<file path="config.mk">
export PLATFORM = sky130hd
export DESIGN_NAME = fetch_branch
export DESIGN_NICKNAME = d
export VERILOG_FILES = /design/src/rtl/cpu_pkg.sv /design/src/rtl/branch_target.sv /design/src/rtl/fetch_branch.sv
export SDC_FILE = /design/constraint.sdc
export NUM_CORES = 1
export LEC_CHECK = 0
export BUFFER_PORTS_ARGS = -buffer_cell sky130_fd_sc_hd__buf_2
export CORE_MARGIN = 10
export CORE_UTILIZATION = 52
export CTS_CLUSTER_SIZE = 8
export DETAILED_ROUTE_END_ITERATION = 8
export HOLD_SLACK_MARGIN = 0.15
export MAX_ROUTING_LAYER = met4
export PLACE_DENSITY = 0.74
export SYNTH_ARGS = -nofsm -noshare
export SYNTH_HDL_FRONTEND = slang
export SYNTH_SLANG_ARGS = --single-unit
</file>
<file path="constraint.sdc">
create_clock -name i_clk -period 4.95 [get_ports i_clk]
set_input_delay 0.7425 -clock i_clk [delete_from_list [all_inputs] [get_ports i_clk]]
set_output_delay 0.7425 -clock i_clk [all_outputs]
set_load 0.01 [all_outputs]
</file>
<file path="src/rtl/cpu_pkg.sv">
// cpu_pkg: fetch state encoding and Thumb branch-class opcode prefixes.
package cpu_pkg;
  typedef enum logic {FETCH, ISSUE} state_t;
  localparam logic [3:0] B_COND = 4'b1101;
  localparam logic [7:0] UDF    = 8'hDE;
  localparam logic [7:0] SVC    = 8'hDF;
  localparam logic [4:0] B      = 5'b11100;
  localparam logic [4:0] BL_HI  = 5'b11110;
  localparam logic [4:0] BL_LO  = 5'b11111;
endpackage

</file>
<file path="src/rtl/branch_target.sv">
// branch_target: sign-extend, shift and add for every Thumb branch target.
module branch_target (
  input  logic [31:0] pc,
  input  logic [31:0] bl_hi,
  input  logic [7:0]  imm8,
  input  logic [10:0] imm11,
  output logic [31:0] seq,
  output logic [31:0] cond_target,
  output logic [31:0] b_target,
  output logic [31:0] hi_target,
  output logic [31:0] lo_target
);
  logic [31:0] pc4;
  assign pc4         = pc + 32'd4;
  assign seq         = pc + 32'd2;
  assign cond_target = pc4 + {{23{imm8[7]}}, imm8, 1'b0};
  assign b_target    = pc4 + {{20{imm11[10]}}, imm11, 1'b0};
  assign hi_target   = pc4 + {{9{imm11[10]}}, imm11, 12'b0};
  assign lo_target   = bl_hi + {20'b0, imm11, 1'b0};
endmodule

</file>
<file path="src/rtl/fetch_branch.sv">
// fetch_branch: two-state Thumb fetch loop with branch, BL pairing, SVC and fault strobes.
module fetch_branch
  import cpu_pkg::*;
(
  input  logic        i_clk,
  input  logic        i_rst_n,
  output logic        o_imem_req,
  output logic [31:0] o_imem_addr,
  input  logic        i_imem_ack,
  input  logic [15:0] i_imem_rdata,
  output logic [15:0] o_ir,
  output logic        o_ir_valid,
  input  logic        i_met,
  input  logic        i_ex_done,
  input  logic        i_pc_load,
  input  logic [31:0] i_pc_value,
  output logic [31:0] o_pc,
  output logic        o_lr_wr,
  output logic [31:0] o_lr,
  output logic        o_svc,
  output logic        o_fault
);
  state_t state, state_nx;
  logic [31:0] pc, bl_hi, pc_nx, seq, cond_t, b_t, hi_t, lo_t;
  logic bl_pending, retire, take;
  logic is_bcond, is_udf, is_svc, is_b, is_bl_hi, is_bl_lo;

  branch_target u_target (
    .pc(pc), .bl_hi(bl_hi), .imm8(o_ir[7:0]), .imm11(o_ir[10:0]),
    .seq(seq), .cond_target(cond_t), .b_target(b_t), .hi_target(hi_t), .lo_target(lo_t)
  );

  assign is_bcond = o_ir[15:12] == B_COND && o_ir[11:9] != 3'b111;
  assign is_udf   = o_ir[15:8] == UDF;
  assign is_svc   = o_ir[15:8] == SVC;
  assign is_b     = o_ir[15:11] == B;
  assign is_bl_hi = o_ir[15:11] == BL_HI;
  assign is_bl_lo = o_ir[15:11] == BL_LO;
  assign retire   = state == ISSUE && i_ex_done;
  assign take     = retire && !i_pc_load;

  always_ff @(posedge i_clk) begin
    if (!i_rst_n) begin
      state      <= FETCH;
      pc         <= '0;
      o_ir       <= '0;
      bl_pending <= 1'b0;
      bl_hi      <= '0;
      o_lr       <= '0;
      o_lr_wr    <= 1'b0;
      o_svc      <= 1'b0;
      o_fault    <= 1'b0;
    end else begin
      state   <= state_nx;
      o_lr_wr <= take && is_bl_lo && bl_pending;
      o_svc   <= take && is_svc;
      o_fault <= take && (is_udf || (is_bl_lo && !bl_pending));
      if (state == FETCH && i_imem_ack) o_ir <= i_imem_rdata;
      if (retire) begin
        pc         <= pc_nx;
        bl_pending <= take && is_bl_hi;
      end
      if (take && is_bl_hi) bl_hi <= hi_t;
      if (take && is_bl_lo && bl_pending) o_lr <= seq | 32'd1;
    end
  end

  always_comb begin
    state_nx = state;
    if (state == FETCH && i_imem_ack) state_nx = ISSUE;
    if (retire) state_nx = FETCH;
  end

  always_comb begin
    pc_nx = i_pc_load                ? (i_pc_value & ~32'd1) :
            (is_bcond && i_met)      ? cond_t :
            is_b                     ? b_t :
            (is_bl_lo && bl_pending) ? lo_t : seq;
  end

  always_comb begin
    o_imem_req  = state == FETCH;
    o_ir_valid  = state == ISSUE;
    o_imem_addr = pc;
    o_pc        = pc + 32'd4;
  end
endmodule
</file>
# After elaboration in Yosys (flattened, before gate mapping)
# Index checks and enable logic that the tools add are counted.
[classes]
n_addsub = 6
eq_ne = 7
mux = 4
bitwise_logic = 2
n_reduce_logical = 16
[ops]
columns = ["op", "n"]
rows = [
  ["32-bit 2-to-1 mux", 4],
  ["32-bit adder", 3],
  ["32-bit by 12-bit adder with 32-bit output", 1],
  ["32-bit by 2-bit adder with 32-bit output (second input constant)", 1],
  ["32-bit by 3-bit adder with 32-bit output (second input constant)", 1],
  ["8-bit == test (second input constant)", 2],
  ["5-bit == test (second input constant)", 3],
  ["1-bit logical AND", 12],
  ["4-bit == test (second input constant)", 1],
  ["3-bit inequality test (second input constant)", 1],
  ["1-bit logical NOT", 2],
  ["1-bit NOT", 2],
  ["2-bit OR reduction", 1],
  ["1-bit logical OR", 1],
]
[word_totals]
regBits = 117
inputBits = 54
output_inout_bits = 117

# Depth between registers and ports, before layout
[depth]
word_depth = 6
ltp_mapped = 18

# Cells and area by module
# Synthesis repeated with hierarchy kept, for this count alone.
[hier_totals]
cells_unflattened = 1618
hier_area_um2 = 11810.1
[modules_own_cells]
columns = ["module", "instances", "cells_each", "area_per_inst_um2", "seq_area_each_um2"]
rows = [
  ["fetch_branch", 1, 801, 6059.6, 2342.2],
  ["branch_target", 1, 817, 5750.5, 0.0],
]

# Worst setup path before layout
# Ideal clock, no wire load.
[synth_timing]
kind = "reg2reg"
start = "register pc[7], in the netlist o_imem_addr[7]"
end = "register pc[30], in the netlist o_imem_addr[30]"
arrival_time_ps = 3728
path_slack_ps = 1130
stages_incl_launch_ff = 16
period_less_slack_ps = 3820
path_cell_list = "dfxtp_1 -> buf_2 -> nand4_1 -> nor4_4 -> nand2_1 -> xnor2_1 -> ha_1 -> a21oi_1 -> o211ai_1 -> a31o_2 -> a21oi_1 -> mux2i_1 -> nor2_1 -> a2111oi_2 -> o21ai_1 -> o32ai_1"
[synth_between]
elab_chain_cells = 5
[synth_rtl]
columns = ["element", "line_no", "source"]
rows = [
  ["from (decl)", "fetch_branch.sv:24", "logic [31:0] pc, bl_hi, pc_nx, seq, cond_t, b_t, hi_t, lo_t;"],
  ["from (signal assigned)", "fetch_branch.sv:60", "pc <= pc_nx;"],
  ["32-bit by 3-bit adder with 32-bit output (*)", "-", ""],
  ["named net o_pc[23]", "fetch_branch.sv:17", "output logic [31:0] o_pc,"],
  ["32-bit adder", "branch_target.sv:17", "assign b_target = pc4 + {{20{imm11[10]}}, imm11, 1'b0};"],
  ["32-bit 2-to-1 mux", "fetch_branch.sv:77", "is_b ? b_t :"],
  ["32-bit 2-to-1 mux (*)", "fetch_branch.sv:76", "(is_bcond && i_met) ? cond_t :"],
  ["32-bit 2-to-1 mux (*)", "fetch_branch.sv:75", "pc_nx = i_pc_load ? (i_pc_value & ~32'd1) :"],
]
# Mark *: on every way through the listed nets, which the timed path passes. The rest lies on a longest branch.
# A chain may end at the register's enable or synchronous reset.

# Worst setup path in the final report
[layout_timing]
start = "register pc[5], in the netlist o_imem_addr[5]"
end = "register pc[22], in the netlist o_imem_addr[22]"
[layout_between]
elab_chain_cells = 5
[layout_rtl]
columns = ["element", "line_no"]
rows = [
  ["32-bit by 3-bit adder with 32-bit output / 32-bit by 2-bit adder with 32-bit output (equally long branches)", "branch_target.sv:14, branch_target.sv:15"],
  ["32-bit adder / 32-bit 2-to-1 mux (equally long branches)", "branch_target.sv:17, fetch_branch.sv:78"],
  ["32-bit 2-to-1 mux", "fetch_branch.sv:77"],
  ["32-bit 2-to-1 mux (*)", "fetch_branch.sv:76"],
  ["32-bit 2-to-1 mux (*)", "fetch_branch.sv:75"],
]
# Every way passes the cells marked *; elsewhere a longest branch is shown, timed or not.

==> flow_summary.ini <==
[synthesis]
synth_area_per_cell_um2 = 7.35
synth_flop_cell = dfxtp_1
yosysSeqAreaShare_pct = 21.7
synth_cell_types = 79
synth_edf_count = 0
syn_nets = 1604
async_reset_ff_share_pct = 0
syn_area_um2 = 10800
synth-simple-area-share_pct = 26.5
synthMuxAreaShare_pct = 0.278
synth_cells = 1468
synth_top_family_by_area = simple AND/OR/NAND/NOR gates
synth_compound_area_share_pct = 24.9
synth_fa_ha_area_share_pct = 9.72
synth-seq-cells = 117
synthXorXnorAreaFrac_pct = 10.9
yosys_warnings = 0

[sta]
maxSlewViolCount = 0
setup_viol = 0
grt_setup_unrepaired = false
tns_ns = 0
max_freq_ghz = 0.215
hold_viol_final = 0
tightest_slew_ns = 0.943
max-slew-margin-rel_pct = 37.1
period_minus_slack_ns = 4.66
min_period_over_period_pct = 94.1
skew_ns = 0.0143

[critical_path]
path_max_fanout = 9
startpoint_type = flip-flop
crit_required_ns = 5.24
ff2ff_path_depth = 12
endpoint_kind = flip-flop
crit_type = flip-flop to flip-flop
arrival_ns = 4.95

[route]
drc = 0
dr.pass1.iters = 5
wl_per_cell_um = 22.6
drt_iter0_markers = 1398
routed_via_density = 6.40
ant_nets = 0
wirelength_mm = 42.5
vias = 12000

[clock_network]
cts_buffers = 17
clk_latency_ns = 0.44
cts-root-buf = clkbuf_16
cts_tree = done
cts_setup_buffers = 0
hold_buffers = 0
cts_max_level = 4
path_clk_slew_ns = 0.07
cts.repair.resized = 0
cts_sinks = 117
clockBufferDepth = 2

[final_layout]
nFillCells = 1933
fin_area_um2 = 12400
areaGrowthSynthToFinish_pct = 14.6
num-nets-final = 1729
drive_gt1_share_pct = 17.1
diodes = 0

[floorplanning]
die-area_um2 = 26900
die_w_um = 164
core_um2 = 20300
num_rows = 52
io_pins = 171
die_h_um = 164
start_util_pct = 53.1

[global_route]
grt_pass1_wl_mm = 63.6
grt_max_degree = 45
grt_pass1_vias = 11100
antenna_found_initial = 0
grt.total_usage_pct = 31.2
grt-ovfl-total = 0

[flow_run]
max-cap-violations = 0

[min_path]
whs_path_depth = 2
hold_class = flip-flop to flip-flop

[outcome]
status = finished clean

[pwr]
vdd_drop_max_uv = 237
leakage_nw = 5.36
power.density_nw_per_um2 = 220
finalPower_mw = 2.73

[placed_design]
dpl-instance-area_um2 = 11800
place_congestion = 1.05
dp_hpwl_mm = 33.0
portBuffers = 169
==> routing by layer <==
layer / wire, um / global-route usage [%] / part of all wire, % / vias to the layer above
met5: 0 / - / 0 / -
met4: 1680 / 12.8 / 4.0 / 0
met3: 5010 / 7.46 / 12 / 132
met2: 17900 / 44.2 / 42 / 729
met1: 17800 / 41.7 / 42 / 5560
li1: - / - / - / 5581
==> final cells by class <==
type	count	area [um2]	area share, %
clock buffers	17	425	3.44
repair buffers	210	1150	9.33
multi-input cells	1209	7810	63.2
clock inverters	15	150	1.21
flip-flops and latches	117	2340	18.9
well taps	270	338	2.73
inverters	38	143	1.15
==> power by group <==
part | total (mW) | switching (mW) | internal, mW
Sequential | 1.00 | 0.0432 | 0.960
Clock | 1.23 | 0.562 | 0.671
Combinational | 0.489 | 0.316 | 0.173
Total | 2.73 | 0.921 | 1.80
==> logic make-up after synthesis <==
kind of cell,Yosys count
buf+inv,142
xor+xnor,133
mux,3
fa+ha+maj,82
simple gates,584
flops,117
compound gates,407
==> cell usage after synthesis (all sizes together), types with 31 or more instances <==
cell / n / area [um2]
nand2: 183 / 694
nor2: 139 / 522
a21oi: 127 / 636
dfxtp: 117 / 2340
xnor2: 87 / 769
ha: 79 / 988
o21ai: 65 / 325
nand3: 64 / 335
clkbuf: 61 / 236
a211oi: 56 / 430
nor3: 53 / 275
xor2: 46 / 403
buf: 43 / 280
inv: 38 / 143
and3: 33 / 206
a21o: 31 / 233
==> through the flow <==
stage / instances / hold slack, ns / setup slack [ns] / util (%)
after floorplan: 1468 / 0.432 / 1.13 / -
after global placement: 1844 / 0.442 / 0.547 / 58.0
after detailed placement: 1844 / 0.445 / 0.541 / 58.0
after CTS: 1876 / 0.454 / 0.511 / 60.9
after global routing: 1876 / 0.488 / 0.0408 / 60.9
final: 1876 / 0.452 / 0.291 / 60.9
==> critical path, stage by stage (launching register included) <==
cell and delay (ns):
dfxtp_1 0.52, nand4_1 0.32, nor4_4 0.60, nand3_1 0.16
xnor2_1 0.56, ha_1 0.36, o21ai_0 0.17, or3_1 0.37
o21ai_1 0.60, a21oi_1 0.18, xnor2_1 0.16, a221oi_1 0.41
nor3_1 0.10
==> flip-flops by register name (all words and copies together), names as in the netlist <==
| signal | flops |
|---|---|
| o_imem_addr | 32 |
| bl_hi | 32 |
| o_lr | 32 |
| o_lr_wr | 1 |
| o_svc | 1 |
| o_ir_valid | 1 |
| o_fault | 1 |
| bl_pending | 1 |
| o_ir | 16 |
==> cells in the final DEF, fill, tap and decap left out, types with 5 or more instances in the layout <==
cell / Yosys / final
inv_8: 0 / 6
and2_1: 10 / 10
or3_1: 18 / 18
inv_6: 0 / 5
and3_1: 33 / 33
nor2_1: 139 / 139
a32oi_1: 5 / 5
o21a_1: 7 / 7
nor4_1: 8 / 8
ha_1: 79 / 79
nand3_1: 61 / 61
clkbuf_16: 0 / 17
inv_1: 38 / 37
a31oi_1: 9 / 9
o21ai_0: 58 / 58
o221ai_1: 8 / 8
o2111ai_1: 5 / 5
o211ai_1: 25 / 25
nor3_1: 51 / 48
o21bai_1: 8 / 8
nand2b_1: 8 / 8
o22ai_1: 8 / 8
nand2_1: 182 / 182
a21o_1: 31 / 31
xor2_1: 46 / 45
buf_4: 27 / 41
dfxtp_1: 117 / 117
a21oi_1: 127 / 127
a211oi_1: 54 / 54
a221oi_1: 10 / 10
nor3_2: 2 / 5
and4_1: 6 / 6
nand3b_1: 6 / 6
xnor2_1: 86 / 86
nand4_1: 28 / 28
o21ai_1: 7 / 7
nor2b_1: 7 / 7
buf_2: 14 / 169
==> worst paths after layout <==
check | slack (ns) | from | endpoint
max reg2reg | 0.29 | o_imem_addr[5] | o_imem_addr[22]
max | 0.29 | o_imem_addr[5] | o_imem_addr[22]
min reg2reg | 0.45 | bl_hi[25] | bl_hi[25]
min | 0.45 | bl_hi[25] | bl_hi[25]
Note: power is estimated with default switching activity, not from simulation.
